--- config.mk ---
export PLATFORM = sky130hd
export DESIGN_NAME = example_arbiter_flat
export DESIGN_NICKNAME = d
export VERILOG_FILES = /design/src/rtl/example_arbiter_if.sv /design/src/rtl/example_arbiter.sv /design/src/flat_wrapper.sv
export SDC_FILE = /design/constraint.sdc
export NUM_CORES = 1
export LEC_CHECK = 0
export BUFFER_PORTS_ARGS = -buffer_cell sky130_fd_sc_hd__buf_2
export CAP_MARGIN = 10
export CORE_UTILIZATION = 30
export DETAILED_ROUTE_END_ITERATION = 6
export MAX_ROUTING_LAYER = met4
export RECOVER_POWER = 50
export SLEW_MARGIN = 20
export SYNTH_ARGS = -nofsm -noshare
export SYNTH_HDL_FRONTEND = slang
export SYNTH_SLANG_ARGS = --single-unit
--- constraint.sdc ---
create_clock -name clk -period 1.8 [get_ports clk]
set_input_delay 0.09 -clock clk [delete_from_list [all_inputs] [get_ports clk]]
set_output_delay 0.09 -clock clk [all_outputs]
set_load 0.02 [all_outputs]
--- src/rtl/example_arbiter_if.sv ---
// Request/grant bundle between NUM_PORTS requesters and the round-robin arbiter.
// Port 0 is the leftmost (MSB) bit of request and grant.
interface example_arbiter_if #(
  parameter int NUM_PORTS = 3
);
  logic [0:NUM_PORTS-1] request;
  logic [0:NUM_PORTS-1] grant;
  logic                 active;

  modport master (output request, input grant, input active);
  modport slave  (input request, output grant, output active);
endinterface

--- src/rtl/example_arbiter.sv ---
// Round-robin arbiter with registered one-hot grant and per-grant hold timeout.
// Timeout pre-emption is built only when EXAMPLE_TIMEOUT_EN is defined; otherwise a grantee holds until it releases.
module example_arbiter #(
  parameter int NUM_PORTS = 3,
  parameter int TIMEOUT   = 5
) (
  input  logic              clk,
  input  logic              rst,
  example_arbiter_if.slave  bus
);
  localparam int LW = $clog2(NUM_PORTS);

  if (NUM_PORTS < 2 || TIMEOUT < 1) begin : g_param_chk
    $error("example_arbiter: NUM_PORTS must be >= 2 and TIMEOUT >= 1");
  end

  logic [0:NUM_PORTS-1] grant_q, grant_d;
  logic [LW-1:0]        last_q, last_d;
  logic                 keep;
  logic                 found;
  logic [LW-1:0]        idx;

`ifdef EXAMPLE_TIMEOUT_EN
  localparam int CW = $clog2(TIMEOUT + 1);
  logic [CW-1:0] cnt_q, cnt_d;
`endif

  always_comb begin
    grant_d = '0;
    last_d  = last_q;
    found   = 1'b0;
    idx     = '0;
    // grant_q is one-hot, so this is "the grantee still requests"
    keep    = |(grant_q & bus.request);
`ifdef EXAMPLE_TIMEOUT_EN
    cnt_d   = '0;
    keep    = keep && (cnt_q < CW'(TIMEOUT - 1));
`endif
    if (keep) begin
      grant_d = grant_q;
`ifdef EXAMPLE_TIMEOUT_EN
      cnt_d   = cnt_q + CW'(1);
`endif
    end else begin
      // search last+1 .. last (wrapping); last itself is checked last
      for (int k = 1; k <= NUM_PORTS; k++) begin
        idx = LW'((int'(last_q) + k) % NUM_PORTS);
        if (!found && bus.request[idx]) begin
          found        = 1'b1;
          grant_d      = '0;
          grant_d[idx] = 1'b1;
          last_d       = idx;
        end
      end
    end
  end

  always_ff @(posedge clk or negedge rst) begin
    if (!rst) begin
      grant_q <= '0;
      last_q  <= LW'(NUM_PORTS - 1);
    end else begin
      grant_q <= grant_d;
      last_q  <= last_d;
    end
  end

`ifdef EXAMPLE_TIMEOUT_EN
  always_ff @(posedge clk or negedge rst) begin
    if (!rst) cnt_q <= '0;
    else      cnt_q <= cnt_d;
  end
`endif

  assign bus.grant  = grant_q;
  assign bus.active = |grant_q;
endmodule

--- src/flat_wrapper.sv ---
// flat-port wrapper written by rule: the top's interface ports become plain ports
module example_arbiter_flat 
#(
  parameter int NUM_PORTS = 3,
  parameter int TIMEOUT   = 5
)
  (clk, rst, bus_request, bus_grant, bus_active);
  example_arbiter_if #(.NUM_PORTS(NUM_PORTS)) bus_i ();
  input  logic clk;
  input  logic rst;
  input wire logic [$bits(bus_i.request)-1:0] bus_request;
  output wire logic [$bits(bus_i.grant)-1:0] bus_grant;
  output wire logic [$bits(bus_i.active)-1:0] bus_active;
  assign bus_i.request = bus_request;
  assign bus_grant = bus_i.grant;
  assign bus_active = bus_i.active;
  example_arbiter #(.NUM_PORTS(NUM_PORTS), .TIMEOUT(TIMEOUT)) u_core (.clk(clk), .rst(rst), .bus(bus_i));
endmodule
* Word level (Yosys, flattened, before mapping)
Cells that the tools add are included.
Word-level totals: word-level logic and storage cells 55, input port bits 5, output and inout port bits 4, register bits after elaboration 5
Operators by class: reduce and logical (&&, ||, !) cells 11, bitwise logic cells 5, muxes and demuxes 25, div/mod/pow operators 3, $add $sub $neg 3, $lt $le $gt $ge 6
Operators by type and width (number):
- $mod 32x3->32 const B | 3
- $mux 1 | 13
- $ge 3x3->1 const B | 3
- $lt 3x1->1 const B | 3
- $mux 3 | 3
- $not 2->3 | 3
- $add 2x2->3 const B | 2
- $bmux 1 s2 | 3
- $demux 1 s2 | 3
- $mux 2 | 3
- $reduce_or 3->1 | 2
- $logic_and 1x1->1 | 5
- $add 2x1->3 const B | 1
- $and 3x3->3 | 1
- $reduce_bool 3->1 | 1
- $logic_not 1->1 | 2
- $reduce_and 2->1 | 1
- $not 1->1 | 1

* Longest topological paths before layout
Gate-level depths: netlist of the first run.
word-level depth 16, depth in mapped cells 8, mapped depth without buffers 7

* Worst setup path before layout of the first run
No wires, ideal clock.
path kind register to register, start register u_core.last_q[1], end register u_core.grant_q (netlist bit u_core.bus.grant[0]), data required time 1705 ps, setup slack -132 ps, buffers on the path 1, stages on the path, launching flop included 9, arrival time 1836 ps, library setup time 95 ps, period minus slack after synthesis 1932 ps, path through dfstp_2 inv_1 ha_1 buf_6 a22o_1 a211o_4 a21oi_4 a311oi_1 o31ai_1
Between the ends: word-level cells in the longest chain between the ends 15, elaborated cells on any way between the ends 44, those cells by class 3 x add/sub; 3 x div; 6 x order compare; 22 x mux; 3 x bitwise; 7 x reduce/logical
RTL lines:
- from (decl) | RTL line example_arbiter.sv:18 | logic [LW-1:0] last_q, last_d;
- from (signal assigned) | RTL line example_arbiter.sv:61 | last_q <= LW'(NUM_PORTS - 1);
- from (signal assigned) | RTL line example_arbiter.sv:64 | last_q <= last_d;
- $add 2x1->3 | RTL line example_arbiter.sv:47 | idx = LW'((int'(last_q) + k) % NUM_PORTS);
- $mod 32x3->32 | RTL line example_arbiter.sv:47
- $not 2->3 (not written as such) | RTL line example_arbiter.sv:48, example_arbiter.sv:51
- $bmux 1 s2 | RTL line example_arbiter.sv:48 | if (!found && bus.request[idx]) begin
- $mux 1 (not written as such) (2 in a row) | RTL line example_arbiter.sv:48
- $mux 1 | RTL line example_arbiter.sv:48
- $mux 1 | RTL line example_arbiter.sv:39 | if (keep) begin
- $logic_not 1->1 | RTL line example_arbiter.sv:48
- $logic_and 1x1->1 | RTL line example_arbiter.sv:48
- $mux 1 | RTL line example_arbiter.sv:48
- $mux 1 | RTL line example_arbiter.sv:39
- $logic_not 1->1 | RTL line example_arbiter.sv:48
- $logic_and 1x1->1 | RTL line example_arbiter.sv:48
- $mux 3 (*) | RTL line example_arbiter.sv:48
- to (signal assigned) | RTL line example_arbiter.sv:63 | grant_q <= grant_d;
- to (decl) | RTL line example_arbiter.sv:17 | logic [0:NUM_PORTS-1] grant_q, grant_d;
Every way passes the cells marked *; elsewhere a longest branch is shown, timed or not. The select of a mux whose other input is x is not followed. A chain may end at the register's enable or synchronous reset.

* Final worst setup path of the first run
Same ends and word-level chain as after synthesis.

==> results.py, run 1 <==
metrics = {
    "detailed_routing": {
        "viasPerCell": 5.17,
        "drt-total-wl_um": 1460,
        "drc": 0,
        "ant_nets": 0,
        "met3_length_um": 23,
        "first_iter_violations": 18,
        "num_vias": 594,
        "drt_first_pass_iters": 4,
        "wl_per_cell_um": 12.7,
        "wl_met1_um": 697,
        "topRoutingLayerUsed": "met3",
        "wl_met2_um": 743,
    },
    "synthesis": {
        "synthTopCellsByArea": "dfrtp_1 17%, ha_1 8.5%, buf_6 7.6%",
        "ys_ff_latch": 5,
        "postSynth.asyncResetShare_pct": 100,
        "synthCells": 70,
        "synthFlopType": "dfrtp_1",
        "syn_nets": 79,
        "yosysTopAreaCellShare_pct": 16.9,
        "synth.avg_cell_area_um2": 8.45,
        "synth_common_cells": "7 x a21oi_1, 7 x inv_1, 7 x nand2_1",
        "seq_area_frac_synth_pct": 21.4,
        "synth_edf_count": 0,
        "syn_area_um2": 592,
        "synth_largest_area_cell": "dfrtp_1",
        "yosysWarningCount": 0,
        "yosysUniqueCellTypes": 31,
    },
    "placed_design": {
        "placement.cell_area_um2": 702,
        "port-buffer-count": 8,
        "place.gp.congestion": 0.858,
        "dp_cells": 108,
        "post-dp-hpwl_um": 1090,
    },
    "cts": {
        "cts.clk_slew.worst_paths_ps": 50,
        "clock_sinks": 5,
        "clk-insertion-delay-late_ps": 250,
        "clk_path_buf_depth": 2,
        "htree_levels": 1,
        "cts_tree": "built",
        "numCtsBuffers": 3,
        "cts_root_buffer": "clkbuf_4",
    },
    "critical_path": {
        "r2r_start": "u_core.last_q[1]$_DFFE_PN1P_",
        "crit_required_ps": 1950,
        "crit_end": "u_core.bus.grant[0]$_DFFE_PN0P_",
        "crit_chain": "inv_4 > ha_4 > a22o_1 > a211o_4 > a21oi_4 > a311oi_2 > o31ai_1",
        "slowest_stage": "dfstp_2",
        "start_kind": "flip-flop",
        "critical_path_class": "reg2reg",
        "critPathLaunch": "u_core.last_q[1]$_DFFE_PN1P_",
        "r2r_end": "u_core.bus.grant[0]$_DFFE_PN0P_",
        "cp_max_fo": 5,
        "critPathMaxStageDelay_ps": 560,
        "r2r_setup_slack_ps": -70,
        "end_kind": "flip-flop",
        "critical_path_arrival_ps": 2020,
        "worst_r2r_path_depth": 7,
    },
    "grt": {
        "antenna_found_initial": 0,
        "grt_max_degree": 10,
        "grt_overflow": 0,
        "grt_first_pass_wirelength_um": 2390,
        "grt_usage_pct": 16.5,
        "grt_pass1_vias": 548,
    },
    "power_and_ir_drop": {
        "powerDensity_nw_per_um2": 2040,
        "leakage_uw": 0.000329,
        "ir_drop_uv": 801,
    },
    "sta": {
        "worst_slack_ps": -68.8,
        "hold_viol_final": 0,
        "fmax_mhz": 535,
        "drv_slew": 0,
        "rsz0062_at_grt": "yes",
        "finalCriticalPeriod_ps": 1870,
        "slew_headroom_pct": 81.2,
        "fin_skew_ps": 3.73,
        "worstMarginPinSlew_ps": 280,
        "holdWs_ps": 219,
        "timing.final.crit_share_pct": 104,
        "finalSetupViolCount": 2,
    },
    "final_layout": {
        "nNetsFinal": 100,
        "instances_no_fill": 115,
        "drive_gt1_share_pct": 42.2,
        "syn_to_final_growth_pct": 31.3,
        "n_fill_cell": 175,
        "final_area_um2": 777,
        "final_core_utilization_pct": 43.6,
        "diodes": 0,
    },
    "floorplanning": {
        "ioPinCount": 9,
        "die-area_um2": 2150,
        "die_h_um": 46.4,
        "initial_core_util_pct": 33.2,
        "die_x_um": 46.4,
        "rows": 15,
        "coreArea_um2": 1780,
    },
    "worst_hold_path": {
        "min_path_type": "in2async",
    },
    "outcome": {
        "outcome": "finished with violations",
        "failed_checks": "negative setup slack",
    },
    "flow_run": {
        "cap_violations": 0,
    },
}
## worst min-delay path by stage
| stage | from | endpoint | slack (ps) | depth (start not counted) |
|---|---|---|---|---|
| after floorplan | rst | u_core.bus.grant[0]$_DFFE_PN0P_ | -210 | 0 |
| after global placement | rst | u_core.last_q[0]$_DFFE_PN0P_ | -90 | 1 |
| after detailed placement | rst | u_core.last_q[0]$_DFFE_PN0P_ | -90 | 1 |
| after CTS | rst | u_core.last_q[0]$_DFFE_PN0P_ | 190 | 2 |
| after global routing | rst | u_core.last_q[0]$_DFFE_PN0P_ | 250 | 2 |
| final | rst | u_core.last_q[0]$_DFFE_PN0P_ | 220 | 2 |
## registers in the layout, indices dropped and copies added, names as in the netlist
register / flops
u_core.bus.grant: 3
u_core.last_q: 2
## per-layer routing
layer	up-vias	global-route usage (%)
li1	297	-
met1	289	21.3
met2	8	24.4
met3	0	4.71
met4	0	5.29
met5	-	-
## report_power, final
part           switching [uW]  total [uW]  leakage [uW]  internal [uW]
Sequential               57.8         238     0.0000576            180
Combinational             650        1220      0.000256            566
Clock                    49.9         134     0.0000150           84.1
## critical path, delay by kind of cell (launching register included)
kind | cells | cell delay (ps)
buffers and inverters | 1 | 50
adder cells (fa/ha/maj) | 1 | 180
flip-flops | 1 | 560
AO/OA/AOI/OAI | 5 | 970
## per-stage QoR
step                total power (uW)  setup WS [ps]  TNS [ps]
detailed placement              1340          -37.0     -37.0
finish                          1590          -68.8     -80.7
floorplan                       1060          -19.3     -19.3
CTS                             1500          -19.6     -19.6
global route                    1730           -141      -322
global placement                1340           6.29         0
## cell families (layout without fill, tap and decap cells)
logic type,count (synthesis),after routing,share of synthesized area [%]
and+or+nand+nor,22,22,19.7
AOI/OAI and AO/OA,25,25,32.3
muxes,3,3,6.13
adders and majority gates,4,4,8.46
buffers and inverters,11,31,12.1
DFF,5,5,21.4
## cell usage in the layout, fill, tap and decap left out, types with 2 or more instances in the layout
master	instances
nor2_1	4
a211oi_1	3
nand2_1	6
nand2_2	2
buf_4	11
clkbuf_1	2
a21oi_1	5
a21oi_2	2
nand2b_1	3
ha_1	2
buf_2	7
nor3_1	2
a21oi_4	2
inv_1	6
o22ai_1	3
clkbuf_4	3
dfrtp_1	4
a31oi_1	2
## cell type report
type | count | area, um^2 | share of cell area [%]
Sequential cell | 5 | 126 | 16.3
Tap cell | 25 | 31.3 | 4.03
Timing Repair Buffer | 20 | 131 | 16.9
Clock buffer | 4 | 26.3 | 3.38
Inverter | 7 | 28.8 | 3.70
Multi-Input combinational cell | 54 | 433 | 55.7
## what timing repair did
action / CTS / global route
pin swaps: 0 / 2
resized for setup: 1 / 5
buffers inserted: 0 / 2
hold buffers: 1 / 0
hold endpoints to repair: 5 / 0
setup endpoints to repair: 2 / 5
(Power assumes the default switching activity.)
==> run 2: changes to the inputs <==
--- a/config.mk
+++ b/config.mk
@@ -8,9 +8,9 @@
 export BUFFER_PORTS_ARGS = -buffer_cell sky130_fd_sc_hd__buf_2
 export CAP_MARGIN = 10
 export CORE_UTILIZATION = 30
+export CTS_CLUSTER_SIZE = 24
 export DETAILED_ROUTE_END_ITERATION = 6
-export MAX_ROUTING_LAYER = met4
-export RECOVER_POWER = 50
+export RECOVER_POWER = 100
 export SLEW_MARGIN = 20
 export SYNTH_ARGS = -nofsm -noshare
 export SYNTH_HDL_FRONTEND = slang
==> run 2 against run 1 <==
Net effect: utilization decreased by 0.28 points; non-clock buffer count unchanged; register-to-register slack is essentially flat; routed wire length increased by 0.48%; fmax rose by 0.16%; first-iteration DRC count decreased by 22%; critical path depth unchanged; largest cell class unchanged; combinational power is essentially flat; count of clock-buffer cells in the layout is the same; total power down 0.95%; the run still ends with negative setup slack left.
==> results.py, run 2 (same netlist as run 1, synthesis figures left out) <==
metrics = {
    "power_and_ir_drop": {
        "leakage_uw": 0.000318,
        "powerDensity_nw_per_um2": 2040,
        "ir_drop_uv": 802,
    },
    "final_layout": {
        "final_cell_mix": "11 x buf_4, 6 x inv_1, 6 x nand2_1, 6 x clkbuf_1, 5 x a21oi_1",
        "final_area_um2": 772,
        "instances_no_fill": 115,
        "syn_to_final_growth_pct": 30.4,
        "final_common_cell": "buf_4",
        "seqCellArea_um2": 126,
        "n_fill_cell": 179,
        "final_core_utilization_pct": 43.3,
        "nNetsFinal": 100,
        "multi_input_area_um2": 433,
        "drive_gt1_share_pct": 37.8,
        "diodes": 0,
        "largest_register_ffs": 3,
    },
    "placed_design": {
        "placement.cell_area_um2": 702,
        "dp_cells": 108,
        "post-dp-hpwl_um": 1090,
        "place.gp.congestion": 0.844,
        "pre_cts_ws_ps": -37.0,
        "port-buffer-count": 8,
    },
    "floorplanning": {
        "die_h_um": 46.4,
        "ioPinCount": 9,
        "coreArea_um2": 1780,
        "initial_core_util_pct": 33.2,
        "die-area_um2": 2150,
        "die_x_um": 46.4,
        "rows": 15,
    },
    "sta": {
        "slew_headroom_pct": 81.2,
        "fmax_mhz": 536,
        "timing.final.crit_share_pct": 104,
        "holdWs_ps": 220,
        "hold_viol_final": 0,
        "rsz0062_at_grt": "yes",
        "finalSetupViolCount": 2,
        "worstMarginPinSlew_ps": 280,
        "drv_slew": 0,
        "fin_skew_ps": 2.34,
        "finalCriticalPeriod_ps": 1870,
        "worst_slack_ps": -65.8,
    },
    "worst_hold_path": {
        "min_path_type": "in2async",
    },
    "critical_path": {
        "r2r_start": "u_core.last_q[1]$_DFFE_PN1P_",
        "start_kind": "flip-flop",
        "r2r_end": "u_core.bus.grant[0]$_DFFE_PN0P_",
        "critical_path_arrival_ps": 2010,
        "critPathLaunch": "u_core.last_q[1]$_DFFE_PN1P_",
        "cp_max_fo": 5,
        "end_kind": "flip-flop",
        "r2r_setup_slack_ps": -70,
        "crit_end": "u_core.bus.grant[0]$_DFFE_PN0P_",
        "critical_path_class": "reg2reg",
        "crit_required_ps": 1950,
        "worst_r2r_path_depth": 7,
    },
    "outcome": {
        "outcome": "finished with violations",
        "failed_checks": "negative setup slack",
    },
    "grt": {
        "busiest_layer": "met2",
        "grt_util_met2_pct": 24.4,
        "grt_first_pass_wirelength_um": 2390,
        "use_met3_pct": 4.71,
        "grt_max_degree": 10,
        "grt_usage_pct": 16.0,
        "grtUsageMet1_pct": 21.3,
        "grt_overflow": 0,
        "grt_pass1_vias": 549,
        "antenna_found_initial": 0,
    },
    "detailed_routing": {
        "wl_per_cell_um": 12.8,
        "viasPerCell": 5.20,
        "num_vias": 598,
        "drt-total-wl_um": 1470,
        "drt_first_pass_iters": 4,
        "drc": 0,
        "first_iter_violations": 14,
        "ant_nets": 0,
    },
    "cts": {
        "clk_path_buf_depth": 2,
        "cts.clk_slew.worst_paths_ps": 50,
        "cts_root_buffer": "clkbuf_4",
        "numCtsBuffers": 3,
        "clk-insertion-delay-late_ps": 240,
        "htree_levels": 1,
        "clock_sinks": 5,
        "cts_tree": "built",
    },
    "flow_run": {
        "cap_violations": 0,
    },
}
-- run 2: cell types whose count changed in the layout (fill, tap and decap cells not counted) --
cell,before,now
clkbuf_1,2,6
buf_2,7,3
-- run 2: worst max-delay path, cell delays in order, from the launching register on --
cell	delay (ps)
dfstp_2	560
inv_4	50
ha_4	170
a22o_1	210
a211o_4	300
a21oi_4	190
a311oi_2	60
o31ai_1	210
-- run 2: report_power, final --
part           internal [uW]  switching (uW)
Clock                   84.0            48.9
Sequential               180            58.6
Combinational            553             648
Total                    817             755
-- run 2: through the flow --
| stage | power [uW] | setup TNS (ps) |
|---|---|---|
| 2_1_floorplan | 1060 | -19.3 |
| 3_3_place_gp | 1340 | 0 |
| 3_5_place_dp | 1340 | -37.0 |
| 4_1_cts | 1500 | -19.6 |
| 5_1_grt | 1720 | -322 |
| 6_report | 1570 | -76.8 |
-- run 2: worst min path at each step --
| stage | endpoint | start | depth (start not counted) |
|---|---|---|---|
| after floorplan | u_core.bus.grant[0]$_DFFE_PN0P_ | rst | 0 |
| after global placement | u_core.last_q[0]$_DFFE_PN0P_ | rst | 1 |
| after detailed placement | u_core.last_q[0]$_DFFE_PN0P_ | rst | 1 |
| after CTS | u_core.last_q[0]$_DFFE_PN0P_ | rst | 2 |
| after global routing | u_core.last_q[0]$_DFFE_PN0P_ | rst | 2 |
| final | u_core.last_q[0]$_DFFE_PN0P_ | rst | 2 |
-- run 2: layout make-up --
cell class / count / share of cell area [%]
multi-input combinational: 54 / 56.1
sequential: 5 / 16.4
timing repair buffer: 20 / 16.4
tap: 25 / 4.05
inverter: 7 / 3.73
clock buffer: 4 / 3.40
-- run 2: per-layer routing --
| layer | vias to the layer above | share of wire [%] |
|---|---|---|
| met5 | - | 0 |
| met4 | 0 | 0.95 |
| met3 | 2 | 2.4 |
| met2 | 12 | 50 |
| met1 | 287 | 47 |
| li1 | 297 | - |
-- run 2: timing repair --
item,in CTS,in global routing
gates cloned,0,0
hold buffers,1,0
setup buffers,0,2
pin swaps,0,2
hold endpoints to repair,5,0
resized for setup,1,5
endpoints found under the setup margin,2,5
==> run 3: changes to the inputs <==
--- a/config.mk
+++ b/config.mk
@@ -5,6 +5,7 @@
 export SDC_FILE = /design/constraint.sdc
 export NUM_CORES = 1
 export LEC_CHECK = 0
+export ABC_AREA = 1
 export BUFFER_PORTS_ARGS = -buffer_cell sky130_fd_sc_hd__buf_2
 export CAP_MARGIN = 10
 export CORE_UTILIZATION = 30
==> run 3 against run 2 <==
Net effect: the run now ends clean; utilization is 3.5 points lower; hold slack better by 14 ps; fmax grew 12%; die area down 11%; synthesized cell count increased by 14%; setup slack improved by 210 ps; area after synthesis decreased by 11%; global-route usage decreased by 5.7 points; non-clock buffer count shrank 11; sequential share of layout area up 3.7 points; critical path depth up 4; largest cell class unchanged.
==> results.py, run 3 <==
metrics = {
    "grt": {
        "grt_overflow": 0,
        "antenna_found_initial": 0,
        "grt_pass1_vias": 384,
        "grt_first_pass_wirelength_um": 1430,
        "grt_max_degree": 7,
        "grt_usage_pct": 10.3,
    },
    "cts": {
        "cts_tree": "built",
        "cts_root_buffer": "clkbuf_4",
        "clock_sinks": 5,
        "clk_path_buf_depth": 2,
        "htree_levels": 1,
        "numCtsBuffers": 3,
        "clk-insertion-delay-late_ps": 240,
        "cts.clk_slew.worst_paths_ps": 40,
    },
    "synthesis": {
        "synth.avg_cell_area_um2": 6.57,
        "seq_area_frac_synth_pct": 24.0,
        "syn_area_um2": 526,
        "ys_ff_latch": 5,
        "synthTopCellsByArea": "nand2_1 20%, dfrtp_1 19%, ha_1 9.5%",
        "syn_nets": 89,
        "synthFlopType": "dfrtp_1",
        "synthCells": 80,
        "synth_edf_count": 0,
        "synth_common_cells": "28 x nand2_1, 10 x inv_1, 10 x nand3_1",
        "yosysWarningCount": 0,
        "yosysTopAreaCellShare_pct": 20.0,
        "postSynth.asyncResetShare_pct": 100,
        "synth_largest_area_cell": "nand2_1",
        "yosysUniqueCellTypes": 18,
        "yosysMostFrequentCell": "nand2_1",
    },
    "critical_path": {
        "worst_r2r_path_depth": 11,
        "r2r_end": "u_core.last_q[0]$_DFFE_PN0P_",
        "cp_max_fo": 5,
        "critical_path_arrival_ps": 1830,
        "end_kind": "flip-flop",
        "r2r_start": "u_core.last_q[1]$_DFFE_PN1P_",
        "start_kind": "flip-flop",
        "r2r_setup_slack_ps": 140,
        "crit_required_ps": 1970,
        "critical_path_class": "reg2reg",
    },
    "final_layout": {
        "drive_gt1_share_pct": 23.7,
        "nNetsFinal": 103,
        "final_common_cell": "nand2_1",
        "largest_register_ffs": 3,
        "syn_to_final_growth_pct": 19.5,
        "final_cell_mix": "28 x nand2_1, 10 x inv_1, 10 x nand3_1",
        "diodes": 0,
    },
    "sta": {
        "worstMarginPinSlew_ps": 273,
        "tns_ps": 0,
        "finalSetupViolCount": 0,
        "finalCriticalPeriod_ps": 1660,
        "slew_headroom_pct": 81.8,
        "hold_viol_final": 0,
        "drv_slew": 0,
        "timing.final.crit_share_pct": 92.2,
        "rsz0062_at_grt": "no",
        "fin_skew_ps": 0.250,
        "fmax_mhz": 602,
    },
    "detailed_routing": {
        "wl_per_cell_um": 9.64,
        "num_vias": 525,
        "ant_nets": 0,
        "viasPerCell": 4.82,
        "first_iter_violations": 24,
        "drt_first_pass_iters": 6,
        "drt-total-wl_um": 1050,
        "drc": 0,
    },
    "floorplanning": {
        "initial_core_util_pct": 33.3,
        "coreArea_um2": 1580,
        "rows": 14,
        "die_x_um": 43.9,
        "die_h_um": 43.9,
        "ioPinCount": 9,
        "die-area_um2": 1920,
    },
    "placed_design": {
        "place.gp.congestion": 0.838,
        "port-buffer-count": 8,
        "post-dp-hpwl_um": 849,
    },
    "outcome": {
        "outcome": "finished clean",
    },
    "flow_run": {
        "cap_violations": 0,
    },
    "worst_hold_path": {
        "min_path_type": "in2async",
    },
}
[run 3: changes by cell type after synthesis, moves of 4 or more]
cell,previous run,this run
a21oi_1,7,1
nand3_1,0,10
nand2_1,7,28
buf_6,4,0
[run 3: cell families (layout without fill, tap and decap cells)]
kind of cell | Yosys count | after routing | share of synthesized area, %
and+or+nand+nor | 51 | 51 | 48.3
DFF | 5 | 5 | 24.0
adders and majority gates | 4 | 4 | 9.52
buffers and inverters | 13 | 26 | 9.29
AOI/OAI and AO/OA | 7 | 7 | 8.81
[run 3: final cells by class]
| class | instances | area [um^2] |
|---|---|---|
| Fill cell | 166 | 948 |
| Multi-Input combinational cell | 62 | 363 |
| Sequential cell | 5 | 126 |
| Inverter | 13 | 48.8 |
| Timing Repair Buffer | 9 | 43.8 |
| Clock buffer | 4 | 26.3 |
| Tap cell | 16 | 20.0 |
[run 3: per-layer routing]
metal  part of all wire [%]  wire length, um  global-route usage (%)  vias up
li1                       -                -                       -      275
met1                     48              503                    11.2      236
met2                     47              497                    18.2       14
met3                    4.8               50                    5.00        0
met4                      0                0                    1.82        0
met5                      0                0                       0        -
[run 3: stage by stage]
stage	hold slack [ps]	instance area, um^2	utilization [%]	cells	setup WS (ps)
after floorplan	-206	526	-	80	253
after global placement	-91.4	586	37.1	104	123
after detailed placement	-91.3	586	37.1	104	96.2
after CTS	188	622	39.4	109	81.3
after global routing	249	628	39.8	109	22.6
final	234	628	39.8	109	140
[run 3: how the worst max path moves through the flow]
stage	slack (ps)	start	end
2_1_floorplan	250	u_core.last_q[1]$_DFFE_PN1P_	u_core.bus.grant[0]$_DFFE_PN0P_
3_3_place_gp	120	u_core.last_q[0]$_DFFE_PN0P_	u_core.last_q[0]$_DFFE_PN0P_
3_5_place_dp	100	u_core.last_q[0]$_DFFE_PN0P_	u_core.last_q[0]$_DFFE_PN0P_
4_1_cts	80	u_core.last_q[0]$_DFFE_PN0P_	u_core.last_q[0]$_DFFE_PN0P_
5_1_grt	20	u_core.last_q[1]$_DFFE_PN1P_	u_core.bus.grant[1]$_DFFE_PN0P_
6_report	140	u_core.last_q[1]$_DFFE_PN1P_	u_core.last_q[0]$_DFFE_PN0P_
[run 3: what timing repair did]
action / CTS / global route
setup endpoints to repair: 0 / 3
endpoints found under the hold margin: 5 / 0
gates resized for setup: 0 / 1
buffers inserted: 0 / 0
hold buffers: 1 / 0
[run 3: critical path, stage by stage, from the launching register on]
cell and delay (ps):
dfstp_2 560, ha_1 250, inv_1 60, nand2_1 50
nand3_1 70, nand2_2 140, inv_2 60, nor2_4 110
nand3_1 80, nand3_1 80, nand2_1 70, nand2_1 70
Power of run 3 is left out: the tool's default activity adds up to more than one toggle a clock period on the data nets, which glitch-free logic cannot reach.
